===== src/rtl/alu_pipe_pkg.sv =====
// alu_pipe_pkg: op-code field layout and funct3 constants for alu_pipe.
// Define ALU_PIPE_MUL_EN to enable the M-extension multiply (off by default).
`ifndef ROB_SIZE_WIDTH
`define ROB_SIZE_WIDTH 4
`endif

package alu_pipe_pkg;

    localparam int OP_W   = 5;
    localparam int OP_BR  = 4;
    localparam int OP_ALT = 3;

`ifdef ALU_PIPE_MUL_EN
    localparam bit MUL_EN = 1'b1;
`else
    localparam bit MUL_EN = 1'b0;
`endif

    typedef enum logic [2:0] {
        F3_ADD  = 3'b000,
        F3_SLL  = 3'b001,
        F3_SLT  = 3'b010,
        F3_SLTU = 3'b011,
        F3_XOR  = 3'b100,
        F3_SR   = 3'b101,
        F3_OR   = 3'b110,
        F3_AND  = 3'b111
    } alu_f3_e;

    typedef enum logic [2:0] {
        BR_EQ  = 3'b000,
        BR_NE  = 3'b001,
        BR_LT  = 3'b100,
        BR_GE  = 3'b101,
        BR_LTU = 3'b110,
        BR_GEU = 3'b111
    } br_f3_e;

    typedef enum logic [2:0] {
        M_MUL    = 3'b000,
        M_MULH   = 3'b001,
        M_MULHSU = 3'b010,
        M_MULHU  = 3'b011
    } mul_f3_e;

    typedef enum logic [1:0] {
        K_ALU,
        K_BR,
        K_MUL
    } op_kind_e;

    // Without the multiplier, op[3] is a don't-care for branches.
    function automatic op_kind_e op_kind(
        input logic br,
        input logic alt
    );
        if (br && alt && MUL_EN)
            return K_MUL;
        return br ? K_BR : K_ALU;
    endfunction

endpackage


===== src/rtl/alu_core.sv =====
// alu_core: combinational RV32I ALU / branch compare (optional multiply).
// Multiply is present only when ALU_PIPE_MUL_EN is defined.
module alu_core
    import alu_pipe_pkg::*;
#(
    parameter int XLEN = 32
`ifdef ALU_PIPE_MUL_EN
    , parameter bit FULL_MUL = 1'b1
`endif
) (
    input  logic [OP_W-1:0] op,
    input  logic [XLEN-1:0] v1,
    input  logic [XLEN-1:0] v2,
    output logic [XLEN-1:0] result
);

    op_kind_e        kind;
    logic [4:0]      sh;
    logic [XLEN-1:0] sra;
    logic            lt;
    logic            ltu;
    logic            eq;

    assign kind = op_kind(op[OP_BR], op[OP_ALT]);
    assign sh   = v2[4:0];
    assign sra  = $signed(v1) >>> sh;
    assign lt   = $signed(v1) < $signed(v2);
    assign ltu  = v1 < v2;
    assign eq   = v1 == v2;

`ifdef ALU_PIPE_MUL_EN
    logic signed [XLEN:0]     ma;
    logic signed [XLEN:0]     mb;
    logic signed [2*XLEN+1:0] prod;

    // mulhu is the only op with an unsigned v1.
    assign ma   = {(op[2:0] != M_MULHU) && v1[XLEN-1], v1};
    assign mb   = {(op[2:0] == M_MULH) && v2[XLEN-1], v2};
    assign prod = ma * mb;
`endif

    always_comb begin
        result = '0;
        unique case (1'b1)
            kind == K_ALU: begin
                case (op[2:0])
                    F3_ADD:  result = op[OP_ALT] ? v1 - v2 : v1 + v2;
                    F3_SLL:  result = v1 << sh;
                    F3_SLT:  result = XLEN'(lt);
                    F3_SLTU: result = XLEN'(ltu);
                    F3_XOR:  result = v1 ^ v2;
                    F3_SR:   result = op[OP_ALT] ? sra : v1 >> sh;
                    F3_OR:   result = v1 | v2;
                    F3_AND:  result = v1 & v2;
                    default: result = '0;
                endcase
            end
            kind == K_BR: begin
                case (op[2:0])
                    BR_EQ:   result = XLEN'(eq);
                    BR_NE:   result = XLEN'(!eq);
                    BR_LT:   result = XLEN'(lt);
                    BR_GE:   result = XLEN'(!lt);
                    BR_LTU:  result = XLEN'(ltu);
                    BR_GEU:  result = XLEN'(!ltu);
                    default: result = '0;
                endcase
            end
            kind == K_MUL: begin
`ifdef ALU_PIPE_MUL_EN
                if (FULL_MUL) begin
                    case (op[2:0])
                        M_MUL:    result = prod[XLEN-1:0];
                        M_MULH,
                        M_MULHSU,
                        M_MULHU:  result = prod[2*XLEN-1:XLEN];
                        default:  result = '0;
                    endcase
                end
`else
                result = '0;
`endif
            end
            default: result = '0;
        endcase
    end

endmodule


===== src/rtl/alu_pipe.sv =====
// alu_pipe: pipelined ALU/branch unit with valid/ready, stall and flush.
// Define ALU_PIPE_MUL_EN to add multiply; STAGES sets the latency.
module alu_pipe
    import alu_pipe_pkg::*;
#(
    parameter int XLEN   = 32,
    parameter int ROB_W  = `ROB_SIZE_WIDTH,
    parameter int STAGES = 2
) (
    input  logic             clk,
    input  logic             rst,
    input  logic             rdy,
    input  logic             clear,
    input  logic             in_valid,
    output logic             in_ready,
    input  logic [ROB_W-1:0] rob_id_in,
    input  logic [OP_W-1:0]  op,
    input  logic [XLEN-1:0]  v1,
    input  logic [XLEN-1:0]  v2,
    output logic             out_valid,
    input  logic             out_ready,
    output logic [ROB_W-1:0] rob_id_out,
    output logic [XLEN-1:0]  result
);

`ifdef ALU_PIPE_MUL_EN
    localparam bit SPLIT = STAGES > 1;
`endif

    logic [STAGES-1:0] vld;
    logic [XLEN-1:0]   dat [STAGES];
    logic [ROB_W-1:0]  tag [STAGES];
    logic [XLEN-1:0]   core_res;
    logic [XLEN-1:0]   s1_d;
    logic              stall;
    logic              adv;

    assign stall      = vld[STAGES-1] && !out_ready;
    assign adv        = rdy && !stall;
    assign in_ready   = rdy && !stall && !clear;
    assign out_valid  = vld[STAGES-1];
    assign result     = dat[STAGES-1];
    assign rob_id_out = tag[STAGES-1];

    alu_core #(
        .XLEN(XLEN)
`ifdef ALU_PIPE_MUL_EN
        , .FULL_MUL(!SPLIT)
`endif
    ) u_core (
        .op    (op),
        .v1    (v1),
        .v2    (v2),
        .result(core_res)
    );

    // Flush beats stall: a held result is dropped too.
    always_ff @(posedge clk) begin
        if (rst) begin
            vld <= '0;
        end else if (rdy) begin
            if (clear)
                vld <= '0;
            else if (!stall)
                vld <= STAGES'({vld, in_valid});
        end
    end

    always_ff @(posedge clk) begin
        if (rst) begin
            for (int i = 0; i < STAGES; i++) begin
                dat[i] <= '0;
                tag[i] <= '0;
            end
        end else if (adv) begin
            dat[0] <= core_res;
            tag[0] <= rob_id_in;
            for (int i = 1; i < STAGES; i++) begin
                dat[i] <= (i == 1) ? s1_d : dat[i-1];
                tag[i] <= tag[i-1];
            end
        end
    end

`ifdef ALU_PIPE_MUL_EN
    if (SPLIT) begin : g_mul
        localparam int H  = XLEN / 2;
        localparam int PW = 2 * XLEN + 2;

        logic signed [XLEN:0] ma;
        logic signed [XLEN:0] mb;
        logic signed [PW-1:0] pl_d;
        logic signed [PW-1:0] ph_d;
        logic signed [PW-1:0] pl_q;
        logic signed [PW-1:0] ph_q;
        logic [2*XLEN-1:0]    sum;
        logic                 mis_q;
        logic                 mhi_q;

        assign ma = {(op[2:0] != M_MULHU) && v1[XLEN-1], v1};
        assign mb = {(op[2:0] == M_MULH) && v2[XLEN-1], v2};

        // v2 split into signed high half and unsigned low half.
        assign pl_d = ma * $signed({1'b0, mb[H-1:0]});
        assign ph_d = ma * $signed(mb[XLEN:H]);
        assign sum  = (2*XLEN)'(pl_q + (ph_q <<< H));

        always_ff @(posedge clk) begin
            if (rst) begin
                pl_q  <= '0;
                ph_q  <= '0;
                mis_q <= 1'b0;
                mhi_q <= 1'b0;
            end else if (adv) begin
                pl_q  <= pl_d;
                ph_q  <= ph_d;
                mis_q <= (op_kind(op[OP_BR], op[OP_ALT]) == K_MUL)
                         && !op[2];
                mhi_q <= op[2:0] != M_MUL;
            end
        end

        assign s1_d = !mis_q ? dat[0]
                    : mhi_q  ? sum[2*XLEN-1:XLEN]
                    :          sum[XLEN-1:0];
    end else begin : g_nomul
        assign s1_d = dat[0];
    end
`else
    assign s1_d = dat[0];
`endif

endmodule


===== config.mk =====
export PLATFORM = sky130hd
export DESIGN_NAME = alu_pipe
export DESIGN_NICKNAME = d
export VERILOG_FILES = /design/src/rtl/alu_pipe_pkg.sv /design/src/rtl/alu_core.sv /design/src/rtl/alu_pipe.sv
export SDC_FILE = /design/constraint.sdc
export NUM_CORES = 1
export LEC_CHECK = 0
export ABC_AREA = 1
export BUFFER_PORTS_ARGS = -buffer_cell sky130_fd_sc_hd__buf_2
export CAP_MARGIN = 20
export CORE_MARGIN = 2
export CORE_UTILIZATION = 50
export DETAILED_ROUTE_END_ITERATION = 10
export HOLD_SLACK_MARGIN = 0.03
export PLACE_DENSITY = 0.66
export SYNTH_ARGS = -nofsm -noshare
export SYNTH_HDL_FRONTEND = slang
export SYNTH_SLANG_ARGS = --single-unit

===== constraint.sdc =====
create_clock -name clk -period 7.5 [get_ports clk]
set_clock_uncertainty 0.15 [all_clocks]
set_input_delay 1.125 -clock clk [delete_from_list [all_inputs] [get_ports clk]]
set_output_delay 1.125 -clock clk [all_outputs]
set_load 0.01 [all_outputs]

After elaboration in Yosys (flattened, before gate mapping)
Memory sizes are Yosys's and may differ from the RTL's.
Cells that the tools add are included.
{ "classes": {"n_addsub": 2, "n_shift": 3, "order_cmp": 2, "muxes": 17, "eq_ne": 10, "n_bitwise": 7, "n_reduce_logical": 12} }
{ "op_table": {"columns": ["cell", "n"], "rows": [
  ["32-bit one-hot mux with 8 select lines", 1],
  ["32-bit 2-to-1 mux", 4],
  ["32-bit < comparator", 2],
  ["32-bit one-hot mux with 2 select lines", 1],
  ["32-bit adder", 1],
  ["32-bit AND", 1],
  ["32-bit equality test", 1],
  ["32-bit bitwise OR", 1],
  ["32-bit by 5-bit << shifter with 32-bit output", 1],
  ["32-bit by 5-bit right shift with 32-bit output", 1],
  ["32-bit by 5-bit >>> shifter with 32-bit output", 1],
  ["32-bit subtractor", 1],
  ["32-bit XOR", 1],
  ["3-bit equality test, second input constant", 4],
  ["4-bit 2-to-1 mux", 2],
  ["3-bit by 2-bit equality test with 1-bit output, second input constant", 2],
  ["1-bit logical NOT", 6],
  ["1-bit 2-to-1 mux", 6],
  ["1-bit one-hot mux with 6 select lines", 1],
  ["2-bit 2-to-1 mux", 2],
  ["1-bit bitwise OR", 4],
  ["3-bit by 1-bit equality test with 1-bit output, second input constant", 1],
  ["1-bit logical AND", 3],
  ["3-bit logical NOT", 1],
  ["4 further kinds", 4]
]} }
{ "totals": {"output_inout_bits": 38, "ramBits": 72, "n_memories": 2, "reg_bits": 2, "elab_cells": 56} }
{ "memory_table": {"columns": ["memory", "depth", "width", "read_ports", "rd_clocked_by_memory_dff", "write_ports", "line", "source"], "rows": [
  ["dat", 2, 32, 2, 0, 2, "alu_pipe.sv:31", "logic [XLEN-1:0] dat [STAGES];"],
  ["tag", 2, 4, 2, 0, 2, "alu_pipe.sv:32", "logic [ROB_W-1:0] tag [STAGES];"]
]} }

Logic depth before layout (Yosys ltp)
Gate-level depths: netlist of the first run.
{ "logic_depth": {"word_depth": 8, "depth_mapped": 21, "ltp_nobuf": 18} }

Modules after synthesis
Synthesis of the first run repeated with hierarchy kept, for this count alone.
{ "unflattened": {"cells_unflattened": 2109, "hier_area_um2": 12669.7} }
{ "modules_own_cells": {"columns": ["module", "cells_per_inst", "n_inst", "seq_area_each_um2", "area_per_inst_um2"], "rows": [
  ["alu_core", 1833, 1, 0.0, 9322.7],
  ["alu_pipe", 276, 1, 2202.1, 3347.0]
]} }

Least setup slack after synthesis of the first run
Ideal clock, no wire load.
{ "synth_timing": {"path_kind": "input to register", "start": "input port v2[3]", "end": "memory dat[0][20] (data pin)", "path_slack_ns": 3.968, "t_required_ns": 7.083, "path_buffers": 2, "arrival_ns": 3.115, "cell_stages": 17, "setup_ns": 0.267, "path_cell_list": "inv_1 clkbuf_1 clkbuf_1 ha_1 nor2_1 nand2_1 nand2_1 nand2_1 nand2_1 nand2_1 nand2_1 nand2_1 nand2_1 nand2_1 o21ai_0 xor2_1 a21oi_1"} }
{ "synth_rtl": {"columns": ["element", "line", "source"], "rows": [
  ["from (decl)", "alu_pipe.sv:19", "input logic [XLEN-1:0] v2,"],
  ["to (decl)", "alu_pipe.sv:31", null]
]} }

==> results.json, run 1 <==
{
  "grt_pass1_vias": 13160,
  "grt_pass1_wl_mm": 79.36,
  "h-tree-depth": 3,
  "p_per_area_nw_per_um2": 138.3,
  "dieArea_um2": 26100,
  "tightest_slew_ps": 946.2,
  "design.core.area_um2": 24320,
  "period_needed_ps": 4305,
  "hold_violations": 0,
  "grtUsageMet3_pct": 7.781,
  "hold_path.class": "flop to flop",
  "busiest_layer": "met2",
  "worstSkewPairLatency_ps": 350,
  "maxSlewViolCount": 0,
  "ys_types": 56,
  "wl_per_cell_um": 21.81,
  "critPathKind": "input port to flop",
  "antenna_found_initial": 0,
  "cp_top_family": "buffers and inverters",
  "cp.depth": 17,
  "antennaDiodeCount": 0,
  "syn_area_per_cell_um2": 5.901,
  "dp_hpwl_mm": 42.04,
  "rsz0062_at_grt": "no",
  "fin_crit_sh_pct": 57.39,
  "ys_ff_latch": 74,
  "layout-drive-gt1-share_pct": 8.979,
  "grt_usage_pct": 40.31,
  "syn_inst": 2103,
  "max_stage_delay_ps": 580,
  "yosysSeqAreaShare_pct": 17.75,
  "ir_drop_mv": 0.1117,
  "synthArstFlopShare_pct": 0,
  "cp_max_fo": 30,
  "status": "completed",
  "synth_most_common_cell": "nand2_1",
  "cts_setup_buffers": 0,
  "die_w_um": 161.5,
  "crit_top_cell": "nand2_1",
  "initial_core_util_pct": 51.03,
  "via_per_inst": 5.990,
  "hold_ws_ps": 304.3,
  "worst_setup_path_start_kind": "input port",
  "clk_pin_slew_ps": 70,
  "grt_util_met2_pct": 60.14,
  "io_pins": 117,
  "holdPathStages": 2,
  "syn_area_um2": 12410,
  "drt_iter0_drc": 1948,
  "synthToLayoutAreaGrowth_pct": 5.082,
  "setup_tns_ps": 0,
  "cts_buffers": 9,
  "drc": 0,
  "syn_nets": 2281,
  "nNetsFinal": 2289,
  "drt-total-wl_mm": 53.21,
  "ff2ff_path_depth": 10,
  "cp.required_ps": 7460,
  "synthFlopType": "edfxtp_1",
  "use_met1_pct": 55.54,
  "cts_hold_buf": 0,
  "synth.top_cell.area_share_pct": 17.88,
  "crit_chain": "buf_2 > buf_4 > inv_1 > ha_1 > inv_1 > a21oi_1 > o21ai_1 > inv_1 > nand2_1 > nand3_1 > nand2_1 > nand2_1 > nand2_1 > nand2_1 > nand3_1 > a21oi_1 > nor2_1",
  "clockBufferDepth": 2,
  "cp_slowest_cell": "ha_1",
  "synth_largest_area_cell": "nand2_1",
  "rows": 57,
  "maxCapViolations": 0,
  "end_kind": "flop",
  "max_freq_mhz": 232.3,
  "final_util_pct": 53.62,
  "cts_resized": 0,
  "setup_viol": 0,
  "p_leak_nw": 6.448,
  "gp_congestion": 1.071,
  "relSlewSlack_pct": 36.85,
  "grt_max_degree": 66,
  "synth_edf_count": 72,
  "cp_num_buf_inv": 5,
  "synthTopCellsByCount": "nand2_1 (591), inv_1 (272), nor2_1 (228)",
  "die_h_um": 161.5,
  "io_buffers": 116,
  "tritoncts": "yes",
  "cts_root_buf": "clkbuf_16",
  "arrival_ps": 4260,
  "overflow": 0,
  "synth.area.top_cells": "nand2_1 (18%), edfxtp_1 (17%), ha_1 (9.8%)",
  "ys_warn_count": 0,
  "final_antenna_net_count": 0,
  "cts.sinks": 74,
  "dr_total_vias": 14620,
  "firstDrtPassIters": 9
}
==> worst paths after layout <==
path / from / end / slack (ps)
max reg2reg: vld[1]$_SDFFE_PP0P_ / dat[0][23]$_SDFFCE_PN0P_ / 4760
min: vld[0]$_SDFFE_PP0P_ / vld[1]$_SDFFE_PP0P_ / 300
max: v2[4] / dat[0][19]$_SDFFCE_PN0P_ / 3200
min reg2reg: vld[0]$_SDFFE_PP0P_ / vld[1]$_SDFFE_PP0P_ / 300
==> power by group <==
part / internal (mW) / switching [mW] / total (mW)
Sequential: 0.479 / 0.00748 / 0.487
Clock: 0.296 / 0.212 / 0.508
Combinational: 0.227 / 0.580 / 0.808
==> flip-flops by register name, indices dropped and copies added, names as in the netlist <==
signal	flops
vld	2
dat	64
tag	8
==> stage by stage <==
step / cell area [um2] / power [mW] / setup WS (ps) / instances
6_report: 13040 / 1.803 / 3195 / 2440
3_3_place_gp: 12710 / 1.264 / 3071 / 2424
3_5_place_dp: 12710 / 1.267 / 3005 / 2424
2_1_floorplan: 12410 / 1.028 / 3968 / 2103
4_1_cts: 13040 / 1.774 / 3378 / 2440
5_1_grt: 13040 / 1.885 / 3005 / 2440
==> cell type report <==
| type | instances | area (um2) |
|---|---|---|
| clock inverter | 7 | 101.3 |
| clock buffer | 9 | 225.2 |
| timing repair buffer | 136 | 730.7 |
| tap | 324 | 405.4 |
| inverter | 281 | 1055 |
| sequential | 74 | 2202 |
| multi-input combinational | 1609 | 8320 |
| fill | 2592 | 11280 |
==> worst min-delay path: stages (launching register included) <==
cell and delay [ps]:
dfxtp_1 310, nand2_1 60, a21oi_1 50
==> logic make-up (layout without fill, tap and decap cells) <==
logic type	after synthesis	after routing	share of synthesized area, %
adder cells (fa/ha/maj)	99	99	10.10
AND/OR/NAND/NOR	1067	1067	35.63
AO/OA/AOI/OAI	429	429	20.20
flip-flops	74	74	17.75
multiplexers	5	5	0.4033
buffers and inverters	420	433	15.29
XOR/XNOR	9	9	0.6352
==> cells in the final DEF (no fill, tap or decap), types with 2 or more instances in the layout <==
master | synthesis | layout
dfxtp_1 | 2 | 2
nand2_2 | 3 | 3
o21a_1 | 13 | 13
ha_1 | 97 | 97
a21boi_0 | 8 | 8
nand3_1 | 185 | 185
or2_1 | 4 | 4
nand4_1 | 17 | 17
inv_2 | 7 | 8
edfxtp_1 | 72 | 72
buf_2 | 50 | 116
xor2_1 | 9 | 9
o21ai_2 | 10 | 10
mux2i_1 | 5 | 5
nor4_1 | 4 | 4
nor2_4 | 4 | 4
o2111ai_1 | 3 | 3
a211oi_1 | 16 | 16
a21oi_1 | 123 | 123
fa_1 | 2 | 2
o21ai_0 | 150 | 150
or2_2 | 4 | 4
bufinv_16 | 0 | 2
o221ai_1 | 12 | 12
clkinv_1 | 2 | 3
nor2_1 | 228 | 227
nor2_2 | 2 | 3
nand2_1 | 591 | 590
buf_4 | 41 | 20
o21ai_1 | 20 | 20
nor3_1 | 17 | 17
nor3_4 | 2 | 2
o22ai_1 | 16 | 16
o211ai_1 | 25 | 25
clkbuf_16 | 0 | 9
clkinv_4 | 0 | 2
a221oi_1 | 2 | 2
inv_1 | 272 | 271
a31oi_1 | 5 | 5
o21bai_1 | 19 | 19
==> per-layer routing <==
metal	vias to the layer above	share of wire, %
met4	0	5.9
met5	-	0
met2	1027	41
met1	6537	41
li1	6873	-
met3	179	12
Note: power is estimated with default switching activity, not from simulation.
==> inputs of run 2 (changes only) <==
- clock period: 7.5 -> 4.4 ns (I/O delays scaled with it)
==> run 2 against run 1 <==
Effect of this change:
- hold slack better by 9.5 ps
- combinational power is 73% higher
- via count is 1.5% higher
- design area is 0.54% higher
- register-to-register slack worse by 3000 ps
- sequential power is 71% higher
- clock power is 57% higher
- sequential cell count stayed put
- global-route usage is 0.87 points higher
- wire length is 2.7% higher
- utilization is 0.29 points higher
- critical path depth is 4 lower
==> results.json, run 2 (synthesis results as in run 1) <==
{
  "layout-drive-gt1-share_pct": 9.492,
  "regMostFlops": "dat",
  "clk_pin_slew_ps": 60,
  "initial_core_util_pct": 51.03,
  "fin_ws_ps": 1107,
  "period_needed_ps": 3293,
  "grt_pass1_wl_mm": 81.20,
  "ir_drop_mv": 0.2126,
  "dr_total_vias": 14840,
  "dp_hpwl_mm": 43.63,
  "wl_per_cell_um": 22.28,
  "maxCapViolations": 0,
  "die_h_um": 161.5,
  "antennaDiodeCount": 0,
  "hold_path.class": "flop to flop",
  "busiest_layer": "met2",
  "ff2ff_path_depth": 9,
  "cts.sinks": 74,
  "fin_total_pwr_mw": 3.024,
  "ff_latch_area_um2": 2202,
  "drt-total-wl_mm": 54.64,
  "p_leak_nw": 6.494,
  "tritoncts": "yes",
  "dieArea_um2": 26100,
  "reg_top3": "dat: 64 flops, tag: 8 flops, vld: 2 flops",
  "max_freq_mhz": 303.6,
  "final_cell_mix": "nand2_1 (590), inv_1 (271), nor2_1 (227)",
  "rsz0062_at_grt": "no",
  "cp.depth": 13,
  "use_met1_pct": 56.49,
  "final_util_pct": 53.91,
  "cp.required_ps": 4450,
  "p_per_area_nw_per_um2": 230.6,
  "h-tree-depth": 3,
  "fillerInstances": 2604,
  "io_pins": 117,
  "design.core.area_um2": 24320,
  "maxSlewViolCount": 0,
  "io_buffers": 116,
  "tightest_slew_ps": 1030,
  "worst_setup_path_start_kind": "input port",
  "overflow": 0,
  "dp_slack_ps": 928.8,
  "fin_crit_sh_pct": 74.85,
  "cts_setup_buffers": 0,
  "status": "completed",
  "grt_max_degree": 73,
  "grt_usage_pct": 41.18,
  "cp_slowest_cell": "o21ai_0",
  "grt_util_met2_pct": 63.21,
  "cts_hold_buf": 0,
  "max_stage_delay_ps": 540,
  "nNetsFinal": 2301,
  "multi_input_area_um2": 8320,
  "setup_tns_ps": 0,
  "grt_pass1_vias": 13430,
  "end_kind": "flop",
  "synthToLayoutAreaGrowth_pct": 5.647,
  "largest_reg_flops": 64,
  "antenna_found_initial": 0,
  "setup_viol": 0,
  "cp_num_buf_inv": 4,
  "via_per_inst": 6.052,
  "die_w_um": 161.5,
  "cts_resized": 0,
  "arrival_ps": 3340,
  "firstDrtPassIters": 7,
  "rows": 57,
  "drt_iter0_drc": 2221,
  "holdPathStages": 2,
  "relSlewSlack_pct": 31.31,
  "cts_root_buf": "clkbuf_16",
  "cts_buffers": 9,
  "critPathKind": "input port to flop",
  "final_antenna_net_count": 0,
  "drc": 0,
  "final_common_cell": "nand2_1",
  "worstSkewPairLatency_ps": 350,
  "cp_max_fo": 7,
  "gp_congestion": 1.080,
  "crit_chain": "buf_2 > inv_1 > ha_1 > inv_1 > a21oi_1 > o21ai_1 > inv_1 > nand2_1 > nand2_1 > o21ai_0 > o21ai_0 > nand2_1 > a21oi_1",
  "hold_violations": 0,
  "cp_top_family": "compound AO/OA/AOI/OAI gates",
  "clockBufferDepth": 2,
  "grtUsageMet3_pct": 6.780
}
run 2: stage by stage:
step | instance area (um2) | hold slack (ps) | cells
6_report | 13110 | 313.8 | 2452
5_1_grt | 13110 | 349.3 | 2452
4_1_cts | 13110 | 319.9 | 2452
3_5_place_dp | 12820 | 311.4 | 2436
3_3_place_gp | 12820 | 295.9 | 2436
2_1_floorplan | 12410 | 284.1 | 2103
run 2: per-layer routing:
layer  vias to the layer above  part of all wire (%)
li1                       6903                     -
met1                      6681                    41
met2                      1070                    42
met3                       185                    12
met4                         0                   5.5
met5                         -                     0
run 2: power breakdown:
part | switching, mW | internal, mW
registers | 0.0134 | 0.818
logic | 1.00 | 0.396
clock network | 0.353 | 0.443
run 2: path summary, 6_finish.rpt:
check	start	endpoint	slack, ps
worst max-delay path	v1[4]	dat[0][7]$_SDFFCE_PN0P_	1110
worst min-delay path	vld[0]$_SDFFE_PP0P_	vld[1]$_SDFFE_PP0P_	310
worst min register to register	vld[0]$_SDFFE_PP0P_	vld[1]$_SDFFE_PP0P_	310
worst max register to register	vld[1]$_SDFFE_PP0P_	dat[0][23]$_SDFFCE_PN0P_	1740
run 2: worst register-to-register path, cell delays in order (launching register included):
cell and delay, ps:
dfxtp_1 320, nand2_1 80, nand2_1 110, nor2_1 110
clkinv_1 110, nor2_1 600, inv_1 480, nor2_1 410
nand2_1 90, inv_1 60
run 2: final cells by class:
type / count / area share (%)
multi-input cells: 1609 / 63.47
flip-flops and latches: 74 / 16.80
inverters: 281 / 8.045
repair buffers: 148 / 6.356
well taps: 324 / 3.092
clock buffers: 10 / 1.747
clock inverters: 6 / 0.4963
